[src/rtl/rf_pkg.sv]
// Shared constants and dump-sequencer state encoding for the rf_param register file.
package rf_pkg;

  localparam int unsigned RF_DATA_W = 16;
  localparam int unsigned RF_ADDR_W = 4;

  typedef enum logic [1:0] {
    ST_IDLE = 2'd0,
    ST_DUMP = 2'd1,
    ST_DONE = 2'd2
  } rf_state_e;

endpackage

[src/rtl/rf_dump_ctrl.sv]
// Register-dump sequencer: detects a rising edge on hlt, then walks every index once
// and signals completion until hlt is released.
module rf_dump_ctrl
  import rf_pkg::*;
#(
  parameter int unsigned ADDR_W = RF_ADDR_W
) (
  input  logic              clk,
  input  logic              rst,
  input  logic              hlt,
  output logic              busy,
  output logic              dump_valid,
  output logic              dump_done,
  output logic [ADDR_W-1:0] dump_idx
);

  localparam logic [ADDR_W-1:0] LAST_IDX = '1;

  rf_state_e         state;
  rf_state_e         state_d;
  logic [ADDR_W-1:0] idx;
  logic [ADDR_W-1:0] idx_d;
  logic              hlt_q;
  logic              hlt_rise;

  assign hlt_rise = hlt & ~hlt_q;

  always_ff @(posedge clk or posedge rst) begin
    if (rst) begin
      state <= ST_IDLE;
      idx   <= '0;
      hlt_q <= 1'b0;
    end else begin
      state <= state_d;
      idx   <= idx_d;
      hlt_q <= hlt;
    end
  end

  // Outputs decode from state only, so they fall to zero as soon as rst asserts.
  always_comb begin
    state_d    = state;
    idx_d      = idx;
    busy       = 1'b0;
    dump_valid = 1'b0;
    dump_done  = 1'b0;
    dump_idx   = '0;
    unique case (state)
      ST_IDLE: begin
        if (hlt_rise) begin
          state_d = ST_DUMP;
          idx_d   = '0;
        end
      end
      ST_DUMP: begin
        busy       = 1'b1;
        dump_valid = 1'b1;
        dump_idx   = idx;
        if (idx == LAST_IDX) begin
          state_d = ST_DONE;
          idx_d   = '0;
        end else begin
          idx_d = idx + ADDR_W'(1);
        end
      end
      ST_DONE: begin
        dump_done = 1'b1;
        if (!hlt) state_d = ST_IDLE;
      end
      default: state_d = ST_IDLE;
    endcase
  end

endmodule

[src/rtl/rf_param.sv]
// Parameterised 2-read/1-write register file with r0 hardwired to zero and a halt-triggered dump.
// Define RF_BYPASS_EN to forward same-cycle write data onto matching read ports.
module rf_param
  import rf_pkg::*;
#(
  parameter int unsigned DATA_W = RF_DATA_W,
  parameter int unsigned ADDR_W = RF_ADDR_W
) (
  input  logic              clk,
  input  logic              rst,
  input  logic [ADDR_W-1:0] rs,
  input  logic [ADDR_W-1:0] rt,
  input  logic [ADDR_W-1:0] rd,
  input  logic              we,
  input  logic [DATA_W-1:0] write_data,
  output logic [DATA_W-1:0] out_rs,
  output logic [DATA_W-1:0] out_rt,
  input  logic              hlt,
  output logic              busy,
  output logic              dump_valid,
  output logic [ADDR_W-1:0] dump_idx,
  output logic [DATA_W-1:0] dump_data,
  output logic              dump_done
);

  localparam int unsigned DEPTH = 1 << ADDR_W;

  logic [DATA_W-1:0] regs [DEPTH];
  logic              wr_en;

  assign wr_en = we && (rd != '0) && !busy;

  rf_dump_ctrl #(
    .ADDR_W (ADDR_W)
  ) u_dump_ctrl (
    .clk        (clk),
    .rst        (rst),
    .hlt        (hlt),
    .busy       (busy),
    .dump_valid (dump_valid),
    .dump_done  (dump_done),
    .dump_idx   (dump_idx)
  );

  // Index 0 is never written, so it holds its reset value of zero.
  always_ff @(posedge clk or posedge rst) begin
    if (rst) begin
      for (int i = 0; i < int'(DEPTH); i++) regs[i] <= '0;
    end else if (wr_en) begin
      regs[rd] <= write_data;
    end
  end

`ifdef RF_BYPASS_EN
  assign out_rs = (wr_en && (rd == rs)) ? write_data : regs[rs];
  assign out_rt = (wr_en && (rd == rt)) ? write_data : regs[rt];
`else
  assign out_rs = regs[rs];
  assign out_rt = regs[rt];
`endif

  assign dump_data = dump_valid ? regs[dump_idx] : '0;

endmodule

[config.mk]
export PLATFORM = sky130hd
export DESIGN_NAME = rf_param
export DESIGN_NICKNAME = d
export VERILOG_FILES = /design/src/rtl/rf_pkg.sv /design/src/rtl/rf_dump_ctrl.sv /design/src/rtl/rf_param.sv
export SDC_FILE = /design/constraint.sdc
export NUM_CORES = 1
export LEC_CHECK = 0
export ABC_AREA = 1
export BUFFER_PORTS_ARGS = -buffer_cell sky130_fd_sc_hd__buf_2
export CAP_MARGIN = 15
export CORE_MARGIN = 1
export CORE_UTILIZATION = 50
export CTS_BUF_LIST = sky130_fd_sc_hd__clkbuf_8
export CTS_CLUSTER_DIAMETER = 200
export DETAILED_ROUTE_END_ITERATION = 12
export MAX_ROUTING_LAYER = met4
export PLACE_DENSITY = 0.67
export SLEW_MARGIN = 20
export SYNTH_ARGS = -nofsm -noshare
export SYNTH_HDL_FRONTEND = slang
export SYNTH_SLANG_ARGS = --single-unit
[constraint.sdc]
create_clock -name clk -period 21.5 [get_ports clk]
set_input_delay 2.15 -clock clk [delete_from_list [all_inputs] [get_ports clk]]
set_output_delay 2.15 -clock clk [all_outputs]
set_load 0.01 [all_outputs]
==> impl_metrics.ini <==
[status]
status = finished, final reports clean

[synthesis]
netlist_instances = 2520
synthSimpleGateAreaFrac = 0.306
synth_edf_count = 0
yosysTopAreaCellShare = 0.389
async_reset_ff_frac = 1.00
synth_ff_type = dfrtp_1
yosys-top-cells-count = nand2_1, nand3_1, o21ai_0
syn_nets = 2553
syn-cell-area_um2 = 16900
synth.avg_cell_area_um2 = 6.72
synth_xor_area_frac = 0
synth_cell_types = 28
synth_area_leaders = dfrtp_1, nand2_1, nand3_1
synth_top_family_by_area = simple AND/OR/NAND/NOR gates
synth_top_cell_by_area = dfrtp_1
synth_mux_area_frac = 0
ys_warn_count = 0
synth_compound_gate_area_share = 0.207
yosysMostFrequentCell = nand2_1
ys_seq_area_frac = 0.389
yosys.area_share.adder = 0.000739
ys_seq_elements = 263

[run]
maxCapViolCount = 0

[min_path]
hold_path_end = regs[249]$_DFFE_PP0P_
hold_depth = 0
hold_path_class = reg2reg
hold_start = regs[249]$_DFFE_PP0P_

[pwr]
p_leak_nw = 8.42
ir_drop_v = 0.0000722
p_per_area_nw_per_um2 = 130

[setup_path]
critical_path_class = in2out
crit_chain = buf_6 > buf_4 > buf_4 > a21oi_1 > o21ai_0 > nand3_1 > nand3_1 > nand2_1 > buf_2
r2r-start = u_dump_ctrl.state[0]$_DFFE_PP0P_
crit_slowest_cell = buf_4
rr_endpoint = regs[117]$_DFFE_PP0P_
critical_path.max_stage_delay_ns = 0.92
crit_buf_inv = 4
path_delay_family = buffers and inverters
r2r_cells = 6
crit_arrival_ns = 5.15
ff2ff_setup_slack_ns = 18.01
end_kind = primary output
crit_path_max_fanout = 111
startpoint_type = input port
worst_ep_required_time_ns = 19.35
cp.depth = 9

[clock_tree]
max-clock-path-buffers = 3
cts-buffers-inserted = 47
clk_latency_ns = 0.61
holdBufCountCts = 0
post_cts_resize_count = 0
tritoncts = done
h-tree-depth = 2
clkTransAtPathRegs_ns = 0.06
cts-root-buf = clkbuf_8
post_cts_buffers = 0
cts_sinks = 263

[route]
dr.pass1.iters = 5
routed_wl_mm = 66.2
routedWlPerCell_um = 22.7
vias = 18200
antenna_left = 0
viasPerCell = 6.24
drc = 0
drt_iter0_drc = 2373

[sta]
slew_viol_final = 0
layout_setup_ws_ns = 14.20
hold_ws_ns = 0.412
fin_tns_setup_ns = 0
max_slew_margin = 0.190
worst_slew_pin_slew_ns = 1.21
setup_viol = 0
skew_ns = 0.0279
rsz0062_at_grt = no
hold_viol = 0
fmax_mhz = 137
period_share = 0.339
fin_crit_ns = 7.30

[layout]
fin_nets = 2470
fin_util = 0.540
drive_gt1_frac = 0.0791
multi_input_area_um2 = 8710
fill_cells = 3307
area_delta_synth_final_pct = 6.62
ff_latch_area_um2 = 6590

[global_routing]
antenna_found_initial = 2
grt_pass1_vias = 16600
grt_overflow_total = 0
grt_pass1_wl_mm = 100
grt_max_degree = 163
grt_use_total = 0.400

[placement]
port_buffers = 86
gp_congestion = 0.904
dp_slack_ns = 14.36
dpl.hpwl_mm = 36.0

[floorplan]
start_util = 0.506
dieHeight_um = 186
num_rows = 67
core_um2 = 33400
io_pins = 87
fp.dieArea_um2 = 34600
die_x_um = 186
## power breakdown
part           internal [mW]  switching (mW)
Combinational          0.323           0.689
Clock                  0.236           0.216
Sequential             0.674           0.204
## metrics by stage
step                instance area (um2)  power (mW)  std cells
floorplan                         16900        1.51       2520
global placement                  17200        1.83       2836
detailed placement                17200        1.85       2836
CTS                               18100        2.30       2914
global route                      18100        2.50       2915
finish                            18100        2.34       2915
## how the worst max path moves through the flow
stage                      from                   to  slack (ns)
final                     rt[0]            out_rt[7]       14.20
after global routing      rt[0]            out_rt[7]       14.05
after CTS                 rt[0]            out_rt[7]       14.36
after detailed placement  rt[0]            out_rt[7]       14.36
after global placement    rt[0]            out_rt[7]       14.41
after floorplan             rst  regs[0]$_DFFE_PP0P_       12.11
## state kept, by name (all words and copies together), names as in the netlist
signal / cells
regs: 256
u_dump_ctrl.hlt_q: 1
u_dump_ctrl.idx: 4
u_dump_ctrl.state: 2
## placed cells by master (no fill, tap or decap)
cell type	count
a21oi_1	130
a21oi_4	1
buf_12	1
buf_2	82
buf_4	27
buf_6	2
clkbuf_8	57
clkinv_2	2
dfrtp_1	261
dfrtp_2	1
dfrtp_4	1
diode_2	1
ha_1	1
inv_1	190
inv_2	4
inv_8	1
nand2_1	685
nand2_2	8
nand2_8	1
nand3_1	370
nand3_4	2
nand3b_1	2
nand3b_2	1
nand4_1	52
nor2_1	76
nor2_2	3
o211ai_1	128
o21ai_0	356
o21ai_1	18
o22ai_1	1
or2_1	1
or2_2	1
## final cells by class
type,count,area share
diodes,1,0.000139
repair buffers,112,0.0363
clock inverters,21,0.00450
inverters,176,0.0370
multi-input cells,1837,0.483
flip-flops and latches,263,0.365
well taps,448,0.0310
clock buffers,57,0.0435
## metal layers
layer	routed length (um)	global-route usage	vias up
met1	26200	0.521	8406
met3	7960	0.0982	284
met4	4340	0.246	0
met5	0	-	-
met2	27600	0.556	1211
li1	-	-	8295
## cell families (layout without fill, tap and decap cells)
logic type	count (synthesis)	after routing
simple gates	1202	1202
compound gates	634	634
buf+inv	420	366
flops	263	263
fa+ha+maj	1	1
other cells	0	1
No activity file was read; power rests on OpenSTA's default activity.
